$ cat src/rtl/alu_arbiter.sv
// Round-robin arbiter sharing one execute-stage ALU between the integer pipe (R0)
// and the address/branch helper (R1). Optional grant/contention counters: ALU_ARBITER_STATS_EN.

module alu_arbiter_rsp #(
  parameter int WIDTH = 32
) (
  input  logic             clk,
  input  logic             rst,
  input  logic             grant,
  input  logic             rsp_ready,
  input  logic [WIDTH-1:0] alu_out,
  output logic             rsp_valid,
  output logic [WIDTH-1:0] rsp_data
);
  logic             valid_d, valid_q;
  logic [WIDTH-1:0] data_d, data_q;

  // A capture on the drain edge keeps valid high, giving 1 op/cycle throughput.
  always_comb begin
    valid_d = valid_q;
    data_d  = data_q;
    if (grant) begin
      valid_d = 1'b1;
      data_d  = alu_out;
    end else if (valid_q && rsp_ready) begin
      valid_d = 1'b0;
    end
  end

  always_ff @(posedge clk or posedge rst) begin
    if (rst) begin
      valid_q <= 1'b0;
      data_q  <= '0;
    end else begin
      valid_q <= valid_d;
      data_q  <= data_d;
    end
  end

  assign rsp_valid = valid_q;
  assign rsp_data  = data_q;
endmodule

module alu_arbiter #(
  parameter int WIDTH     = 32,
  parameter int CNT_WIDTH = 16
) (
  input  logic                 CLK,
  input  logic                 RESET,
  input  logic                 REQ0_VALID,
  output logic                 REQ0_READY,
  input  logic [WIDTH-1:0]     REQ0_A,
  input  logic [WIDTH-1:0]     REQ0_B,
  input  logic [2:0]           REQ0_OP,
  input  logic                 REQ1_VALID,
  output logic                 REQ1_READY,
  input  logic [WIDTH-1:0]     REQ1_A,
  input  logic [WIDTH-1:0]     REQ1_B,
  input  logic [2:0]           REQ1_OP,
  output logic                 RSP0_VALID,
  input  logic                 RSP0_READY,
  output logic [WIDTH-1:0]     RSP0_DATA,
  output logic                 RSP1_VALID,
  input  logic                 RSP1_READY,
  output logic [WIDTH-1:0]     RSP1_DATA,
  output logic [WIDTH-1:0]     ALU_A,
  output logic [WIDTH-1:0]     ALU_B,
  output logic [2:0]           ALU_CONTROL,
  input  logic [WIDTH-1:0]     ALU_OUT
`ifdef ALU_ARBITER_STATS_EN
  ,
  output logic [CNT_WIDTH-1:0] GRANT_CNT0,
  output logic [CNT_WIDTH-1:0] GRANT_CNT1,
  output logic [CNT_WIDTH-1:0] CONTENTION_CNT
`endif
);
  localparam int NUM_REQ = 2;

  logic [NUM_REQ-1:0]            req_valid, rsp_ready, rsp_valid, elig, grant;
  logic [NUM_REQ-1:0][WIDTH-1:0] req_a, req_b, rsp_data;
  logic [NUM_REQ-1:0][2:0]       req_op;
  logic                          last_grant_d, last_grant_q;

  assign req_valid = {REQ1_VALID, REQ0_VALID};
  assign rsp_ready = {RSP1_READY, RSP0_READY};
  assign req_a     = {REQ1_A, REQ0_A};
  assign req_b     = {REQ1_B, REQ0_B};
  assign req_op    = {REQ1_OP, REQ0_OP};

  genvar g;
  generate
    for (g = 0; g < NUM_REQ; g++) begin : g_req
      // A full buffer being drained this cycle counts as free.
      assign elig[g] = req_valid[g] & (~rsp_valid[g] | rsp_ready[g]);

      alu_arbiter_rsp #(.WIDTH(WIDTH)) u_rsp (
        .clk      (CLK),
        .rst      (RESET),
        .grant    (grant[g]),
        .rsp_ready(rsp_ready[g]),
        .alu_out  (ALU_OUT),
        .rsp_valid(rsp_valid[g]),
        .rsp_data (rsp_data[g])
      );
    end
  endgenerate

  always_comb begin
    grant = '0;
    if (!RESET) begin
      if (&elig) grant = last_grant_q ? 2'b01 : 2'b10;
      else       grant = elig;
    end
  end

  always_comb begin
    last_grant_d = last_grant_q;
    if (grant[1])      last_grant_d = 1'b1;
    else if (grant[0]) last_grant_d = 1'b0;
  end

  always_ff @(posedge CLK or posedge RESET) begin
    if (RESET) last_grant_q <= 1'b1;
    else       last_grant_q <= last_grant_d;
  end

  // Idle ALU inputs are held at zero so the shared ALU sees no stale operands.
  always_comb begin
    ALU_A       = '0;
    ALU_B       = '0;
    ALU_CONTROL = '0;
    if (grant[0]) begin
      ALU_A       = req_a[0];
      ALU_B       = req_b[0];
      ALU_CONTROL = req_op[0];
    end else if (grant[1]) begin
      ALU_A       = req_a[1];
      ALU_B       = req_b[1];
      ALU_CONTROL = req_op[1];
    end
  end

  assign REQ0_READY = grant[0];
  assign REQ1_READY = grant[1];
  assign RSP0_VALID = rsp_valid[0];
  assign RSP1_VALID = rsp_valid[1];
  assign RSP0_DATA  = rsp_data[0];
  assign RSP1_DATA  = rsp_data[1];

`ifdef ALU_ARBITER_STATS_EN
  logic [CNT_WIDTH-1:0] gcnt0_d, gcnt0_q, gcnt1_d, gcnt1_q, ccnt_d, ccnt_q;

  // Saturating counters: stop at all-ones.
  always_comb begin
    gcnt0_d = gcnt0_q;
    gcnt1_d = gcnt1_q;
    ccnt_d  = ccnt_q;
    if (grant[0] && !(&gcnt0_q)) gcnt0_d = gcnt0_q + 1'b1;
    if (grant[1] && !(&gcnt1_q)) gcnt1_d = gcnt1_q + 1'b1;
    if ((&elig) && !(&ccnt_q))   ccnt_d  = ccnt_q + 1'b1;
  end

  always_ff @(posedge CLK or posedge RESET) begin
    if (RESET) begin
      gcnt0_q <= '0;
      gcnt1_q <= '0;
      ccnt_q  <= '0;
    end else begin
      gcnt0_q <= gcnt0_d;
      gcnt1_q <= gcnt1_d;
      ccnt_q  <= ccnt_d;
    end
  end

  assign GRANT_CNT0     = gcnt0_q;
  assign GRANT_CNT1     = gcnt1_q;
  assign CONTENTION_CNT = ccnt_q;
`endif
endmodule

$ cat config.mk
export PLATFORM = sky130hd
export DESIGN_NAME = alu_arbiter
export DESIGN_NICKNAME = d
export VERILOG_FILES = /design/src/rtl/alu_arbiter.sv
export SDC_FILE = /design/constraint.sdc
export NUM_CORES = 1
export LEC_CHECK = 0
export CAP_MARGIN = 20
export CORE_AREA = 2 2 119 121
export CTS_CLUSTER_DIAMETER = 200
export DETAILED_ROUTE_END_ITERATION = 8
export DIE_AREA = 0 0 121 123
export PLACE_DENSITY = 0.75
export SLEW_MARGIN = 20
export SYNTH_ARGS = -nofsm -noshare
export SYNTH_HDL_FRONTEND = slang
export SYNTH_SLANG_ARGS = --single-unit
$ cat constraint.sdc
create_clock -name CLK -period 4.64 [get_ports CLK]
set_input_delay 0.696 -clock CLK [delete_from_list [all_inputs] [get_ports CLK]]
set_output_delay 0.696 -clock CLK [all_outputs]
set_load 0.01 [all_outputs]
==> run summary <==
outcome - completed
Tightest Pin Transition - 0.813 ns
Seq/Total Area, Yosys - 41.6%
cell area after layout - 7510 um2
Initial DRC Count - 170
DRT antenna net count - 0
Max Root-Sink Buffers - 2
Die Ht - 123 um
Yosys reg bits - 67
setup repair after global routing missed its margin - false
Horiz. Die Dim - 121 um
top post-synthesis cells by area - dfrtp_1, mux2_2, o32ai_2
most common library cells after synthesis - nand2_1, inv_1, dfrtp_1
P_leak - 3.08 nW
vias after detailed routing - 4075
CP required - 3.94 ns
post-cts sizing count - 0
Detail Placement HPWL - 11.5 mm
H-tree levels - 3
clock-pin slew on the worst setup and hold paths - 0.05 ns
Routed Wire Length - 15.0 mm
Max Fclk - 0.251 GHz
DR DRC count - 0
crit path capture type - output pin
# setup viols final - 0
Worst setup SP type - primary input
Tmin final - 3.99 ns
grt ovf - 0
DRT Pass-1 Iters - 4
post-synth top area share - 40.9%
CTS tree - yes
initial antenna violation count - 0
Antenna Cells - 0
vias in the first global route - 4298
Gate Count Post-Synth - 387
core footprint - 13600 um2
Ys Warns - 0
vias per cell - 4.74
critical path fanouts, max - 42
clk_lat worst skew - 0.33 ns
PwrDens - 356 nW/um2
Post-layout nets - 846
highest metal used - met4
Cell Area, Synth - 4040 um2
Final period util - 85.9%
Layout area overhead - 86.1%
number of CTS-inserted buffers - 9
Initial Utilization - 29.7%
num rows - 43
HP Class - flop to flop
dominant synthesized flop cell - dfrtp_1
total power draw - 2.67 mW
Clock Skew - 0.00655 ns
Slew Limit Headroom - 45.8%
Root Buffer - clkbuf_16
Max Slew Vio Count - 0
Synth Area per Inst - 10.4 um2
EDFF count, synth - 0
largest net degree at the start of global routing - 70
RD Place Congestion - 0.793
critical path arrival - 3.29 ns
top-count cell post-synth - nand2_1
fraction of registers with async set/reset - 100%
# IOs - 307
met2 wire len - 7.34 mm
synth unique cells - 21
PortBufs - 306
Met3 Wirelength - 1.75 mm
Worst Setup Path Type - primary input to output pin
Post-CTS Setup Inserts - 0
Max VDD drop - 0.418 mV
PnR worst setup slack - 0.655 ns
die area - 14900 um2
max_cap viols - 0
CTS sink cnt - 67
Final Hold Fails - 0
Mapped Nets - 559
Setup WS pre-CTS - 0.645 ns
GRT Util Overall - 19.4%
final setup TNS - 0 ns
M1 wire length - 5.67 mm
Synth area leader - dfrtp_1
first-pass GRT wire length - 22.6 mm
CTS Hold Bufs - 0
share of layout cells above drive strength 1 - 18.0%
placed cell areas - 7190 um2
wire per inst - 17.5 um
## final timing paths
path / slack (ns) / endpoint / startpoint / depth (start not counted)
max in group asynchronous: 2.60 / g_req[0].u_rsp.rsp_data[0] / RESET / 3
worst min register to register: 0.50 / g_req[0].u_rsp.rsp_data[9] / g_req[0].u_rsp.rsp_data[9] / 1
min in group asynchronous: 0.77 / g_req[1].u_rsp.rsp_data[12] / RESET / 2
worst min-delay path: 0.50 / g_req[0].u_rsp.rsp_data[9] / g_req[0].u_rsp.rsp_data[9] / 1
worst max-delay path: 0.65 / ALU_B[8] / REQ1_VALID / 6
worst max register to register: 2.73 / g_req[0].u_rsp.rsp_data[7] / g_req[0].u_rsp.rsp_valid / 5
## flip-flops by register name, summed over array words and instances (netlist names)
name,cells
g_req.u_rsp.rsp_data,64
g_req.u_rsp.rsp_valid,2
last_grant_q,1
## area by class of cell
cell class                      count  area, um2
Fill cell                        1166       6100
Timing Repair Buffer              313       3120
Clock buffer                       12        246
Sequential cell                    67       1680
Inverter                           70        265
Multi-Input combinational cell    213       1900
Tap cell                          180        225
Clock inverter                      4       73.8
## metal layers
metal  vias up  track usage (%)
li1       1915                -
met1      1947             21.9
met4         0             5.96
met2       197             33.1
met5         -                0
met3        16             8.63
## layout by cell type (no fill, tap or decap)
master / synthesis / routed
nand2_1: 70 / 70
buf_2: 7 / 1
o21ai_0: 2 / 2
buf_12: 0 / 1
inv_4: 0 / 1
a211o_2: 0 / 1
o32ai_1: 37 / 37
or2_2: 1 / 1
dfstp_2: 1 / 1
clkbuf_8: 0 / 1
clkbuf_16: 0 / 9
bufinv_16: 0 / 2
clkinv_2: 0 / 1
clkdlybuf4s50_1: 0 / 305
a211oi_4: 1 / 1
o211ai_4: 0 / 1
clkbuf_1: 20 / 2
mux2_2: 64 / 64
buf_4: 3 / 6
o32ai_2: 30 / 30
dfrtp_1: 66 / 66
o211ai_1: 1 / 1
nand2b_1: 2 / 2
clkinv_4: 0 / 1
inv_1: 69 / 69
nor2b_1: 3 / 3
## kinds of logic after synthesis
| kind of cell | Yosys count | synth area share (%) |
|---|---|---|
| and+or+nand+nor | 76 | 7.44 |
| muxes | 64 | 17.8 |
| buffers and inverters | 107 | 11.6 |
| DFF | 67 | 41.6 |
| AOI/OAI and AO/OA | 73 | 21.6 |
## power breakdown
| part | switching, mW | total (mW) | internal [mW] | leakage, nW |
|---|---|---|---|---|
| sequential | 0.0851 | 0.835 | 0.750 | 0.787 |
| clock | 0.237 | 0.722 | 0.485 | 0.157 |
| combinational | 0.441 | 1.12 | 0.676 | 2.14 |
| total | 0.763 | 2.67 | 1.91 | 3.08 |
## worst max-delay path, cell delays in order
cell	delay, ns
clkdlybuf4s50_1	0.51
nor2b_1	0.28
a211o_2	0.52
buf_4	0.58
o32ai_1	0.16
clkdlybuf4s50_1	0.50
## metrics by stage
step | utilization [%] | cells | hold slack (ns)
6_report | 55.2 | 859 | 0.504
5_1_grt | 55.2 | 859 | 0.523
4_1_cts | 55.2 | 859 | 0.507
3_5_place_dp | 52.8 | 843 | 0.495
3_3_place_gp | 52.8 | 843 | 0.487
2_1_floorplan | - | 387 | 0.486
(Power assumes the default switching activity.)
